[src/rtl/hex_button_counter.sv]
// hex_button_counter: two raw push-buttons -> synchronized, debounced,
// edge-detected events -> 4-bit wrapping up/down count for the 7-seg decoder.

// Per-button lane: 2-flop synchronizer, debounce counter, rising-edge detect.
module hex_button_debounce #(
  parameter int DEBOUNCE_CYCLES = 250000,
  parameter int CNT_W           = 20
) (
  input  logic clk,
  input  logic rst_n,
  input  logic btn,
  output logic press
);
  localparam logic [CNT_W-1:0] LAST = CNT_W'(DEBOUNCE_CYCLES - 1);

  logic             sync1, sync2;
  logic             stable, stable_d;
  logic [CNT_W-1:0] cnt;

  // Two-flop synchronizer; only sync2 is used downstream.
  always_ff @(posedge clk or negedge rst_n) begin
    if (!rst_n) begin
      sync1 <= 1'b0;
      sync2 <= 1'b0;
    end else begin
      sync1 <= btn;
      sync2 <= sync1;
    end
  end

  // Stable level flips only after DEBOUNCE_CYCLES consecutive differing
  // samples; any agreeing sample restarts the run.
  always_ff @(posedge clk or negedge rst_n) begin
    if (!rst_n) begin
      stable <= 1'b0;
      cnt    <= '0;
    end else if (sync2 == stable) begin
      cnt <= '0;
    end else if (cnt == LAST) begin
      stable <= sync2;
      cnt    <= '0;
    end else begin
      cnt <= cnt + 1'b1;
    end
  end

  // Delayed copy for edge detection; releases produce nothing.
  always_ff @(posedge clk or negedge rst_n) begin
    if (!rst_n) stable_d <= 1'b0;
    else        stable_d <= stable;
  end

  assign press = stable & ~stable_d;
endmodule

// Top: two debounce lanes feeding the registered count.
module hex_button_counter #(
  parameter int DEBOUNCE_CYCLES = 250000,
  parameter int CNT_W           = 20
) (
  input  logic       i_clk,
  input  logic       i_rst_n,
  input  logic       i_btn_up,
  input  logic       i_btn_dn,
  input  logic       i_clear,
  output logic [3:0] o_binary_num,
  output logic       o_changed
);
  localparam int NUM_BTNS = 2;  // lane 0 = up, lane 1 = down

  logic [NUM_BTNS-1:0] btn;
  logic [NUM_BTNS-1:0] press;
  logic                press_up, press_dn;

  assign btn      = {i_btn_dn, i_btn_up};
  assign press_up = press[0];
  assign press_dn = press[1];

  hex_button_debounce #(
    .DEBOUNCE_CYCLES(DEBOUNCE_CYCLES),
    .CNT_W          (CNT_W)
  ) u_db [NUM_BTNS-1:0] (
    .clk  (i_clk),
    .rst_n(i_rst_n),
    .btn  (btn),
    .press(press)
  );

  // Count update: clear wins, simultaneous presses cancel, else step with wrap.
  always_ff @(posedge i_clk or negedge i_rst_n) begin
    if (!i_rst_n) begin
      o_binary_num <= 4'h0;
      o_changed    <= 1'b0;
    end else begin
      o_changed <= 1'b0;
      if (i_clear) begin
        o_binary_num <= 4'h0;
        o_changed    <= (o_binary_num != 4'h0);
      end else if (press_up && press_dn) begin
        o_binary_num <= o_binary_num;
      end else if (press_up) begin
        o_binary_num <= o_binary_num + 4'd1;
        o_changed    <= 1'b1;
      end else if (press_dn) begin
        o_binary_num <= o_binary_num - 4'd1;
        o_changed    <= 1'b1;
      end
    end
  end
endmodule

[config.mk]
export PLATFORM = sky130hd
export DESIGN_NAME = hex_button_counter
export DESIGN_NICKNAME = d
export VERILOG_FILES = /design/src/rtl/hex_button_counter.sv
export SDC_FILE = /design/constraint.sdc
export NUM_CORES = 1
export LEC_CHECK = 0
export BUFFER_PORTS_ARGS = -buffer_cell sky130_fd_sc_hd__clkbuf_2
export CORE_MARGIN = 8
export CORE_UTILIZATION = 55
export CTS_BUF_LIST = sky130_fd_sc_hd__clkbuf_16
export DETAILED_ROUTE_END_ITERATION = 16
export MAX_ROUTING_LAYER = met4
export PLACE_DENSITY_LB_ADDON = 0.1
export SETUP_SLACK_MARGIN = 0.4
export SLEW_MARGIN = 30
export SYNTH_ARGS = -nofsm -noshare
export SYNTH_HDL_FRONTEND = slang
export SYNTH_HIERARCHICAL = 1
export SYNTH_SLANG_ARGS = --single-unit
export TNS_END_PERCENT = 1
[constraint.sdc]
create_clock -name i_clk -period 2.2 [get_ports i_clk]
set_clock_uncertainty 0.1 [all_clocks]
set_input_delay 0.33 -clock i_clk [delete_from_list [all_inputs] [get_ports i_clk]]
set_output_delay 0.33 -clock i_clk [all_outputs]
set_load 0.05 [all_outputs]
==> results.md <==
* Status: complete, no violations
* RSZ-0062 raised after global routing: true
* Synth unique cells at 34
* Max_slew headroom at 58.39%
* Detail Route Antenna Nets at 0
* GPL Wtd Cong at 0.8385
* # IOs at 10
* FP Rows at 25
* Final hold violations at 0
* Final Max Tran Viols at 0
* Post-route DRC at 0
* Post-synthesis register bit count at 53
* Syn nets at 263
* Final wirelength at 4846 µm
* Vias in the first global route at 1858
* Min-Delay Path Class: in2reg
* Number of enable flip-flop cells after synthesis at 0
* TritonCTS clock tree: done
* Measured slew at the worst slew-check pin at 0.6241 ns
* Mapped Avg Cell Area at 10.68 µm²
* Fraction of layout cells with a size suffix above 1 at 21.51%
* Leak at 1.350 nW
* Bufs and invs on worst path at 1
* Final Critical Period at 1.826 ns
* DP HPWL at 3260 µm
* CP max-delay cell: dfrtp_1
* Setup TNS at 0 ns
* CP endpoint kind: flip-flop
* H-tree Lvls at 2
* Worst EP arrival at 1.91 ns
* Die Area at 0.007387 mm²
* Setup violators final at 0
* Sinks on the clock net at 53
* Clock-pin slew on the worst setup and hold paths at 0.07 ns
* First-pass DRT Iterations at 4
* Yosys warns at 6
* Crit-path leading delay family: compound AO/OA/AOI/OAI gates
* Tcrit/Tclk final at 82.98%
* Nets at 289
* CP cell instances: nor2b_4 -> inv_4 -> ha_4 -> nand3_2 -> a211o_1 -> and3_1 -> o21ba_1
* Worst-Skew Late Latency at 0.29 ns
* CORE AREA at 0.004723 mm²
* Effective utilization at floorplan at 56.98%
* Total GRT Usage at 14.48%
* Post-Place Setup Slack at 0.3127 ns
* Area grow syn2layout at 15.95%
* Number of port buffers at 9
* Via/cell ratio at 5.434
* TritonCTS Buffers at 5
* CTS max path bufs at 2
* Primary FF master, synth: dfrtp_1
* Hold_ws at 0.04615 ns
* Per-cell routed wire length at 14.01 µm
* Die span in y at 85.95 µm
* DIE WIDTH at 85.95 µm
* Largest net degree at the start of global routing at 26
* Crit Path Max Fanout at 3
* Antenna diode count at 0
* Post-route setup slack at 0.3743 ns
* Initial antenna violation count at 0
* Fmax at 547.7 MHz
* CTS root buf: clkbuf_16
* CP required at 2.28 ns
* Max-Cap Viols at 0
* Maximum VDD drop at 0.0002810 V
* Vias post-DR at 1880
* Global-route wire length before repair at 8473 µm
* Gr ovfl total at 0
* Sequential fraction of the synthesis area at 49.28%
* Syn Inst Count at 252
* FFs w/ async S/R, synth at 100.0%
* PwrDens at 619.6 mW/mm²
* Initial drt markers at 135
* Synth Cell Area at 0.002691 mm²
* Worst stage delay on the critical path at 0.40 ns
* CP startpoint kind: flip-flop
* Type of the worst setup path: reg2reg
-- cell usage in the layout (no fill, tap or decap), types with 2 or more instances in the layout --
cell,count
ha_4,2
ha_1,2
nor4b_1,2
clkbuf_2,9
nor2_2,4
nor3_2,2
xnor2_1,26
nor2b_1,3
dfrtp_1,51
nor3_1,12
mux2_2,2
xor2_1,8
buf_4,13
a31o_2,2
nand2_1,8
and3_2,2
nand4_4,2
and4_1,6
a21oi_1,5
inv_1,11
nor2_1,38
nor4_4,4
nand3_2,2
and3_1,3
dfrtp_2,2
nand4_1,11
nor4_1,7
clkbuf_16,5
o21ai_0,4
mux2i_1,3
nand4_2,2
nand3_1,13
-- metal layers --
| layer | up-vias | global-route usage (%) | wire length, µm |
|---|---|---|---|
| li1 | 942 | - | - |
| met1 | 915 | 19.10 | 2416 |
| met2 | 18 | 21.48 | 2218 |
| met3 | 5 | 3.438 | 159 |
| met4 | 0 | 4.299 | 52 |
| met5 | - | - | 0 |
-- cell usage after synthesis (all sizes together) (6+ instances only) --
master / number / area share [%]
inv: 11 / 1.5
nand4: 15 / 5.1
xor2: 8 / 2.6
nor3: 14 / 3.0
xnor2: 26 / 8.5
o21ai: 6 / 1.4
and4: 6 / 2.0
dfrtp: 53 / 49
nand2: 8 / 1.1
nor2: 42 / 6.0
nor4: 11 / 4.8
nand3: 15 / 2.8
-- sequential cells by signal, summed over array words and instances (netlist names) --
register,flops
u_db/sync1,2
o_binary_num,4
u_db/cnt,40
u_db/stable,2
o_changed,1
u_db/stable_d,2
u_db/sync2,2
-- power breakdown --
part / switching (mW) / internal (mW)
clock network: 0.330 / 0.529
logic: 0.0474 / 0.0250
registers: 0.0139 / 0.988
total: 0.392 / 1.54
-- path summary, 6_finish.rpt --
path | from | endpoint | slack (ns) | cells after the start
max | u_db[0]/stable_d | o_binary_num[3] | 0.37 | 7
min | i_btn_up | u_db[0]/sync1 | 0.05 | 1
max reg2reg | u_db[0]/stable_d | o_binary_num[3] | 0.37 | 7
min reg2reg | u_db[1]/sync1 | u_db[1]/sync2 | 0.26 | 0
max in group asynchronous | i_rst_n | u_db[0]/cnt[8] | 0.84 | 3
min in group asynchronous | i_rst_n | o_binary_num[0] | 0.48 | 2
-- final cells by class --
class,instances,area [µm²]
multi-input combinational,184,1349
fill,371,1603
timing repair buffer,23,152.6
tap,67,83.83
sequential,53,1329
clock buffer,5,125.1
inverter,11,43.79
clock inverter,3,37.54
-- per-stage QoR --
| step | utilization [%] | instances | cell area, µm² | total power, mW |
|---|---|---|---|---|
| 6_report | 66.07 | 346 | 3120 | 1.933 |
| 5_1_grt | 66.07 | 346 | 3120 | 1.999 |
| 4_1_cts | 64.64 | 341 | 3053 | 1.956 |
| 3_5_place_dp | 60.45 | 330 | 2855 | 1.089 |
| 3_3_place_gp | 60.45 | 330 | 2855 | 1.087 |
| 2_1_floorplan | - | 252 | 2714 | 1.050 |
-- repair_timing --
| action | in CTS | in global routing |
|---|---|---|
| pin swaps | 1 | 8 |
| endpoints found under the hold margin | 23 | 0 |
| resized for setup | 2 | 6 |
| setup endpoints to repair | 17 | 22 |
| buffers inserted | 2 | 5 |
| hold buffers | 1 | 0 |
-- logic make-up (layout without fill, tap and decap cells) --
kind of cell             count (synthesis)  in the layout  share of synthesized area [%]
adder cells (fa/ha/maj)                  6              6                          3.068
multiplexers                             5              5                          1.953
flip-flops                              53             53                          49.28
XOR/XNOR                                34             34                          11.06
AND/OR/NAND/NOR                        122            122                          27.57
buffers and inverters                   15             42                          2.743
AO/OA/AOI/OAI                           17             17                          4.324
No activity file was read; power rests on OpenSTA's default activity.
